$ cat config.mk
export PLATFORM = sky130hd
export DESIGN_NAME = core_step_ctrl
export DESIGN_NICKNAME = d
export VERILOG_FILES = /design/src/rtl/core_step_ctrl.sv
export SDC_FILE = /design/constraint.sdc
export NUM_CORES = 1
export LEC_CHECK = 0
export ABC_AREA = 1
export CORE_AREA = 3 3 122 101
export DETAILED_ROUTE_END_ITERATION = 8
export DIE_AREA = 0 0 125 104
export PLACE_DENSITY_LB_ADDON = 0.25
export REMOVE_ABC_BUFFERS = 1
export SLEW_MARGIN = 20
export SYNTH_ARGS = -nofsm -noshare
export SYNTH_HDL_FRONTEND = slang
export SYNTH_SLANG_ARGS = --single-unit
$ cat constraint.sdc
create_clock -name clk -period 1.9 [get_ports clk]
set_input_delay 0.38 -clock clk [delete_from_list [all_inputs] [get_ports clk]]
set_output_delay 0.38 -clock clk [all_outputs]
set_load 0.005 [all_outputs]
$ cat src/rtl/core_step_ctrl.sv
// core_step_ctrl: turns slow-clock ticks into core clock enables under run/step/halt button control.
// Define STEP_BURST_EN to issue STEP_BURST enables per step press instead of one.
module core_step_ctrl #(
  parameter int DB_CYCLES  = 240000,
  parameter int CNT_W      = 16,
  parameter int STEP_BURST = 4
) (
  input  logic             clk,
  input  logic             rst_n,
  input  logic             tick,
  input  logic             btn_step,
  input  logic             btn_run,
  input  logic             halt_req,
  output logic             core_en,
  output logic             running,
  output logic [CNT_W-1:0] step_count
);
  localparam int DB_W = $clog2(DB_CYCLES);
  typedef enum logic [1:0] {HALT, STEP_WAIT, RUN} state_t;
  state_t state_q, state_d;
  logic core_en_q, core_en_d, running_q, running_d;
  logic [CNT_W-1:0] step_count_q, step_count_d;
  logic [1:0] raw, press;
  assign raw = {btn_run, btn_step};
  for (genvar i = 0; i < 2; i++) begin : g_btn
    logic [1:0] sync_q, sync_d;
    logic acc_q, acc_d, prs_q, prs_d;
    logic [DB_W-1:0] cnt_q, cnt_d;
    always_comb begin
      sync_d = {sync_q[0], raw[i]};
      acc_d = acc_q;
      cnt_d = '0;
      if (sync_q[1] != acc_q) begin
        cnt_d = cnt_q + 1'b1;
        if (cnt_q == DB_W'(DB_CYCLES - 1)) begin
          acc_d = sync_q[1];
          cnt_d = '0;
        end
      end
      prs_d = acc_d & ~acc_q;
    end
    always_ff @(posedge clk) begin
      if (!rst_n) begin
        sync_q <= '0;
        acc_q <= 1'b0;
        prs_q <= 1'b0;
        cnt_q <= '0;
      end else begin
        sync_q <= sync_d;
        acc_q <= acc_d;
        prs_q <= prs_d;
        cnt_q <= cnt_d;
      end
    end
    assign press[i] = prs_q;
  end
`ifdef STEP_BURST_EN
  localparam int BW = $clog2(STEP_BURST + 1);
  logic [BW-1:0] burst_q, burst_d;
`endif
  always_comb begin
    state_d = state_q;
    core_en_d = 1'b0;
`ifdef STEP_BURST_EN
    burst_d = burst_q;
`endif
    case (state_q)
      HALT: begin
        state_d = press[1] ? RUN : press[0] ? STEP_WAIT : HALT;
`ifdef STEP_BURST_EN
        if (!press[1] && press[0]) burst_d = BW'(STEP_BURST);
`endif
      end
      STEP_WAIT: begin
`ifdef STEP_BURST_EN
        if (press[1] || halt_req) state_d = HALT;
        else if (tick) begin
          core_en_d = 1'b1;
          burst_d = burst_q - 1'b1;
          if (burst_q <= BW'(1)) state_d = HALT;
        end
`else
        if (press[1]) state_d = HALT;
        else if (tick) begin
          core_en_d = 1'b1;
          state_d = HALT;
        end
`endif
      end
      RUN: begin
        if (press[1] || halt_req) state_d = HALT;
        else core_en_d = tick;
      end
      default: state_d = HALT;
    endcase
    running_d = state_d == RUN;
    step_count_d = step_count_q + CNT_W'(core_en_q);
  end
  always_ff @(posedge clk) begin
    if (!rst_n) begin
      state_q <= HALT;
      core_en_q <= 1'b0;
      running_q <= 1'b0;
      step_count_q <= '0;
`ifdef STEP_BURST_EN
      burst_q <= '0;
`endif
    end else begin
      state_q <= state_d;
      core_en_q <= core_en_d;
      running_q <= running_d;
      step_count_q <= step_count_d;
`ifdef STEP_BURST_EN
      burst_q <= burst_d;
`endif
    end
  end
  assign core_en = core_en_q;
  assign running = running_q;
  assign step_count = step_count_q;
endmodule

==> metrics.yaml <==
gr-total-overflow: 0
yosysSeqAreaShare_pct: 41.09
yosys.cell_count.top_type: "nand2_1"
cp_slowest_cell: "clkdlybuf4s50_1"
finish.net_count: 494
cts.htree.levels: 3
drv_cap: 0
r2r_start: "g_btn[0].cnt_q[0]"
core_um2: 11300
min_to: "g_btn[0].sync_q[1]"
crit_family: "buffers and inverters"
cts.sinks: 64
synth_top_area_cell: "dfxtp_1"
wire_per_inst_um: 10.08
fin_crit_sh_pct: 88.59
viasPerCell: 4.216
endpoint_kind: "output port"
cts_max_path_buffers: 2
path_buf_inv: 1
netlist_instances: 446
io_pins: 24
firstDrtPassIters: 4
grt_pass1_vias: 2723
grt_use_met3_pct: 3.953
fp.dieH_um: 104
grtUsageMet2_pct: 17.04
synthTopCellsByArea: "dfxtp_1 41%, nand2_1 12%, nor2_1 12%"
initial_core_util_pct: 27.60
crit_arrival_ns: 1.30
crit_fanout: 5
synth_top_area_share_pct: 41.09
die_area_um2: 13000
antenna_found_initial: 0
grt_pass1_wl_um: 11700
drive_gt1_share_pct: 6.017
tns_ns: 0
hold_ws_ns: 0.4091
dpl.hpwl_um: 4696
worstHoldPathType: "register to register"
grt_usage_pct: 10.79
synthDistinctLibCells: 29
grt-busiest-layer: "met2"
grt_max_degree: 19
cts_resized: 0
worstReg2RegEnd: "g_btn[0].cnt_q[13]"
synth.avg_cell_area_um2: 6.991
place_congestion: 0.8026
ff2ff_setup_slack_ns: 0.28
postCtsSetupRepairBufs: 0
relSlewSlack_pct: 69.98
synthArstFlopShare_pct: 0
setup-violations-final: 0
peakVddDrop_uv: 367.5
antennaDiodeCount: 0
clk_pin_slew_ns: 0.05
ant_nets: 0
fmax_ghz: 0.5941
crit_required_ns: 1.52
power.density_nw_per_um2: 754.7
reg2regPathDepth: 8
hold_buffers: 0
num_rows: 35
wl_um: 6350
synth_seq_cells: 64
status: "finished, final reports clean"
area_delta_synth_final_pct: 21.39
cp_cell_sequence: "clkdlybuf4s50_1"
synth_edf_count: 0
rsz0062_at_grt: "no"
crit_path_max_incr_delay_ns: 0.55
start_kind: "register"
netlist_area_um2: 3118
min-delay-start: "g_btn[0].sync_q[0]"
cts_buffers: 9
finalCriticalPeriod_ns: 1.683
io_buffers: 23
die_w_um: 125
worst_clock_skew_ns: 0.004666
met1_usage_pct: 13.49
drt-initial-drc-count: 163
worstMarginPinSlew_ns: 0.4491
yosys_warnings: 0
holdPathStages: 2
insertion_delay_ns: 0.32
leakage_nw: 1.338
finalHoldViolCount: 0
finalMaxSlewViolations: 0
synthFlopType: "dfxtp_1"
cts_root_buffer: "clkbuf_16"
drcViolationCount: 0
ys_top_cells_by_count: "102 x nand2_1, 101 x nor2_1, 64 x dfxtp_1"
vias: 2656
cts_tree: "done"
crit_type: "register to output port"
-- routing by layer --
metal | vias up | share of wire (%)
met3 | 6 | 3.7
met5 | - | 0
li1 | 1452 | -
met1 | 1160 | 53
met2 | 38 | 42
met4 | 0 | 1.0
-- flip-flops by register name, indices dropped and copies added (netlist names) --
signal and count:
state_q 2, core_en 1, g_btn.acc_q 2, g_btn.sync_q 4, g_btn.cnt_q 36, g_btn.prs_q 2, running 1, step_count 16
-- worst register-to-register path, stage by stage, from the launching register on --
cell	delay, ns
dfxtp_1	0.38
ha_1	0.18
nand2_1	0.10
nor2_4	0.17
nand3_4	0.10
o21bai_4	0.41
inv_1	0.09
nand2_1	0.07
inv_1	0.03
-- kinds of logic (layout without fill, tap and decap cells) --
logic type	after synthesis	in the layout	share of synthesized area [%]
fa+ha+maj	8	8	3.210
xor+xnor	21	21	5.899
buf+inv	64	100	8.507
flops	64	64	41.09
simple gates	259	259	35.63
compound gates	30	30	5.658
-- layout make-up --
class                      count  area [um2]
clock buffer                  12       256.5
clock inverter                 1       5.005
timing repair buffer          27       260.3
inverter                      60       225.2
multi-input combinational    318        1572
sequential                    64        1281
tap                          148       185.2
fill                        1225        7513
-- worst max-delay path by stage --
stage / depth (start not counted) / startpoint / endpoint
finish: 1 / step_count[9] / step_count[9]
floorplan: 7 / core_en / step_count[12]
CTS: 1 / step_count[9] / step_count[9]
global placement: 5 / rst_n / g_btn[1].cnt_q[16]
global route: 8 / g_btn[1].cnt_q[0] / g_btn[1].cnt_q[17]
detailed placement: 5 / rst_n / g_btn[1].cnt_q[16]
-- power breakdown --
part           switching, mW  leakage, nW  internal (mW)  total [mW]
logic                 0.0264        0.691         0.0217      0.0481
clock network          0.528        0.130          0.927        1.45
registers            0.00359        0.516           1.35        1.35
total                  0.558         1.34           2.30        2.86
-- cells in the final DEF (no fill, tap or decap) --
cell	instances
a21oi_1	15
a22oi_1	1
buf_4	4
clkbuf_1	1
clkbuf_16	9
clkbuf_8	2
clkdlybuf4s50_1	23
clkinv_2	1
dfxtp_1	64
ha_1	8
inv_1	59
inv_2	1
nand2_1	102
nand2_2	2
nand3_1	27
nand3_2	2
nand3_4	1
nand3b_1	1
nand4_1	13
nor2_1	101
nor2_2	1
nor2_4	2
nor3_1	3
nor3b_2	1
o21a_1	2
o21ai_0	9
o21bai_1	2
o21bai_4	1
or2_0	1
or2_2	2
xnor2_1	8
xor2_1	13
-- through the flow --
| stage | cells | setup slack [ns] | power (mW) | instance area, um2 | utilization [%] |
|---|---|---|---|---|---|
| 2_1_floorplan | 442 | 0.4776 | 1.401 | 3078 | - |
| 3_3_place_gp | 617 | 0.1898 | 1.429 | 3523 | 31.18 |
| 3_5_place_dp | 617 | 0.1670 | 1.430 | 3523 | 31.18 |
| 4_1_cts | 630 | 0.1931 | 2.912 | 3785 | 33.50 |
| 5_1_grt | 630 | 0.06933 | 2.972 | 3785 | 33.50 |
| 6_report | 630 | 0.2167 | 2.857 | 3785 | 33.50 |
Note: power is estimated with default switching activity, not from simulation.
==> RTL edit, RTL diff (same flow settings) <==
Change the parameter `DB_CYCLES` from 240000 to 120000.
--- a/src/rtl/core_step_ctrl.sv
+++ b/src/rtl/core_step_ctrl.sv
@@ -3,3 +3,3 @@
 module core_step_ctrl #(
-  parameter int DB_CYCLES  = 240000,
+  parameter int DB_CYCLES  = 120000,
   parameter int CNT_W      = 16,
Check against the original RTL: no difference found for any inputs over 10 cycles, from zero or initial values and one cycle with rst_n low; that may be too few to reach the edited logic, so the function may still have changed.
==> RTL edit against the original RTL <==
Wire length is 5.3% lower. Final area is 2.8% lower. Sequential cell count decreased by 2. Power is 9.8% higher. Sequential share of layout area down 0.098 points. Worst setup slack improved by 0.054 ns. Count of clock-buffer cells in the layout is 3 lower. Die area stayed put. Synthesized area is 5.9% lower. Global-route usage decreased by 1.1 points. First-iteration DRC count is 5.5% lower. Via count is 3.0% lower. Register-to-register slack better by 0.06 ns. Highest routed layer unchanged.
==> RTL edit: results (changes against the original RTL) <==
outcome=finished, final reports clean (unchanged); top_reg_cell synth=dfxtp_1 (unchanged); worst reg2reg path startpoint=g_btn[0].cnt_q[0] (unchanged); vias in the first global route=2,361 (was 2,723); slowest stage delay, CP=0.53 ns (was 0.55 ns); placed insts=594 (was 617); share of cells above drive strength 1=0.0584 (was 0.0602); DR pass1 iterations=4 (unchanged); GRT Total Usage=0.0968 (was 0.108); initial antenna violation count=0 (unchanged); half-perimeter wire length after placement=4490 um (was 4700 um); Async SR Flop Fraction=0 (unchanged); DR WL/cell=9.86 um (was 10.1 um); Worst-Margin Slew=0.347 ns (was 0.449 ns); post-CTS setup buffers=0 (unchanged); R2R setup slack=0.34 ns (was 0.28 ns); synth top area cells=dfxtp_1 42%, nand2_1 12%, nor2_1 10% (was dfxtp_1 41%, nand2_1 12%, nor2_1 12%); Syn Inst Count=423 (was 446); Cell variety after synth=25 (was 29); reg2reg end=g_btn[0].cnt_q[6] (was g_btn[0].cnt_q[13]); Commonest cells post-synth=95 x nand2_1, 78 x nor2_1, 62 x dfxtp_1, 57 x inv_1, 29 x nand3_1 (was 102 x nand2_1, 101 x nor2_1, 64 x dfxtp_1, 59 x inv_1, 27 x nand3_1); delay-heaviest family, CP=buffers and inverters (unchanged); Clk Latency, worst-skew pair=0.32 ns (about the same); largest reg by FF count=g_btn.cnt_q (unchanged); leak pwr=1.27 nW (was 1.34 nW); first-pass GRT wire length=10,600 um (was 11,700 um); hold_sp=g_btn[0].sync_q[0] (unchanged); post-synth top area share=0.423 (was 0.411); total number of yosys warnings=0 (unchanged); largest net degree at the start of global routing=18 (was 19); Port Buf Inserts=23 (unchanged); routability cong.=0.815 (was 0.803); skew final=0.00650 ns (was 0.00467 ns); CTS Buf Count=9 (unchanged); Peak supply drop=0.467 mV (was 0.368 mV); Post-Route WL=6020 um (was 6350 um); area post-placement=0.00335 mm2 (was 0.00352 mm2); WP data arrival=1.25 ns (was 1.30 ns); Vias=2,575 (was 2,656); max reg flops=34 (was 36); reg2reg path depth=6 (was 8); # diodes=0 (unchanged); Final nets=471 (was 494); Seq/Total Area, Yosys=0.423 (was 0.411); initial drt markers=154 (was 163)
RTL edit: cell types whose count changed after synthesis, sizes merged, moves of 2 or more:
cell / before / now
inv: 60 / 57
nor2: 104 / 80
nand2: 104 / 97
nand4: 13 / 16
dfxtp: 64 / 62
o21ai: 9 / 14
a21oi: 15 / 26
o21bai: 3 / 1
xor2: 13 / 6
RTL edit: where the power goes:
part           internal [mW]  total, mW  switching (mW)
registers               1.31       1.31         0.00277
logic                 0.0204     0.0446          0.0242
clock network           1.17       1.78           0.618
total                   2.49       3.14           0.645
RTL edit: per-layer routing:
metal  routed length, um  part of all wire  up-vias  global-route usage
met4                  95             0.016        0              0.0333
li1                    -                 -     1410                   -
met2                2490              0.41       44               0.142
met5                   0                 0        -                   0
met3                 234             0.039        8              0.0318
met1                3200              0.53     1113               0.133
RTL edit: layout make-up:
type,instances,area [um2]
Clock buffer,9,225
Timing Repair Buffer,27,260
Sequential cell,62,1240
Fill cell,1196,7620
Inverter,58,218
Clock inverter,7,103
Multi-Input combinational cell,299,1450
Tap cell,148,185
RTL edit: how the worst min path moves through the flow:
stage,to,slack [ns]
2_1_floorplan,g_btn[0].sync_q[1],0.39
3_3_place_gp,g_btn[0].sync_q[1],0.39
3_5_place_dp,g_btn[0].sync_q[1],0.40
4_1_cts,g_btn[0].sync_q[1],0.41
5_1_grt,g_btn[0].sync_q[1],0.44
6_report,g_btn[0].sync_q[1],0.40
RTL edit: cells by family after synthesis:
family	count (synthesis)	share of synthesized area
adders and majority gates	8	0.0341
AOI/OAI and AO/OA	42	0.0733
xor gates and xnor gates	15	0.0448
buffers and inverters	62	0.0844
and+or+nand+nor	234	0.340
DFF	62	0.423
RTL edit: metrics by stage:
| step | utilization | worst slack (ns) |
|---|---|---|
| 5_1_grt | 0.325 | 0.187 |
| 3_5_place_dp | 0.296 | 0.0334 |
| 4_1_cts | 0.325 | 0.241 |
| 2_1_floorplan | - | 0.563 |
| 3_3_place_gp | 0.296 | 0.0395 |
| 6_report | 0.325 | 0.271 |
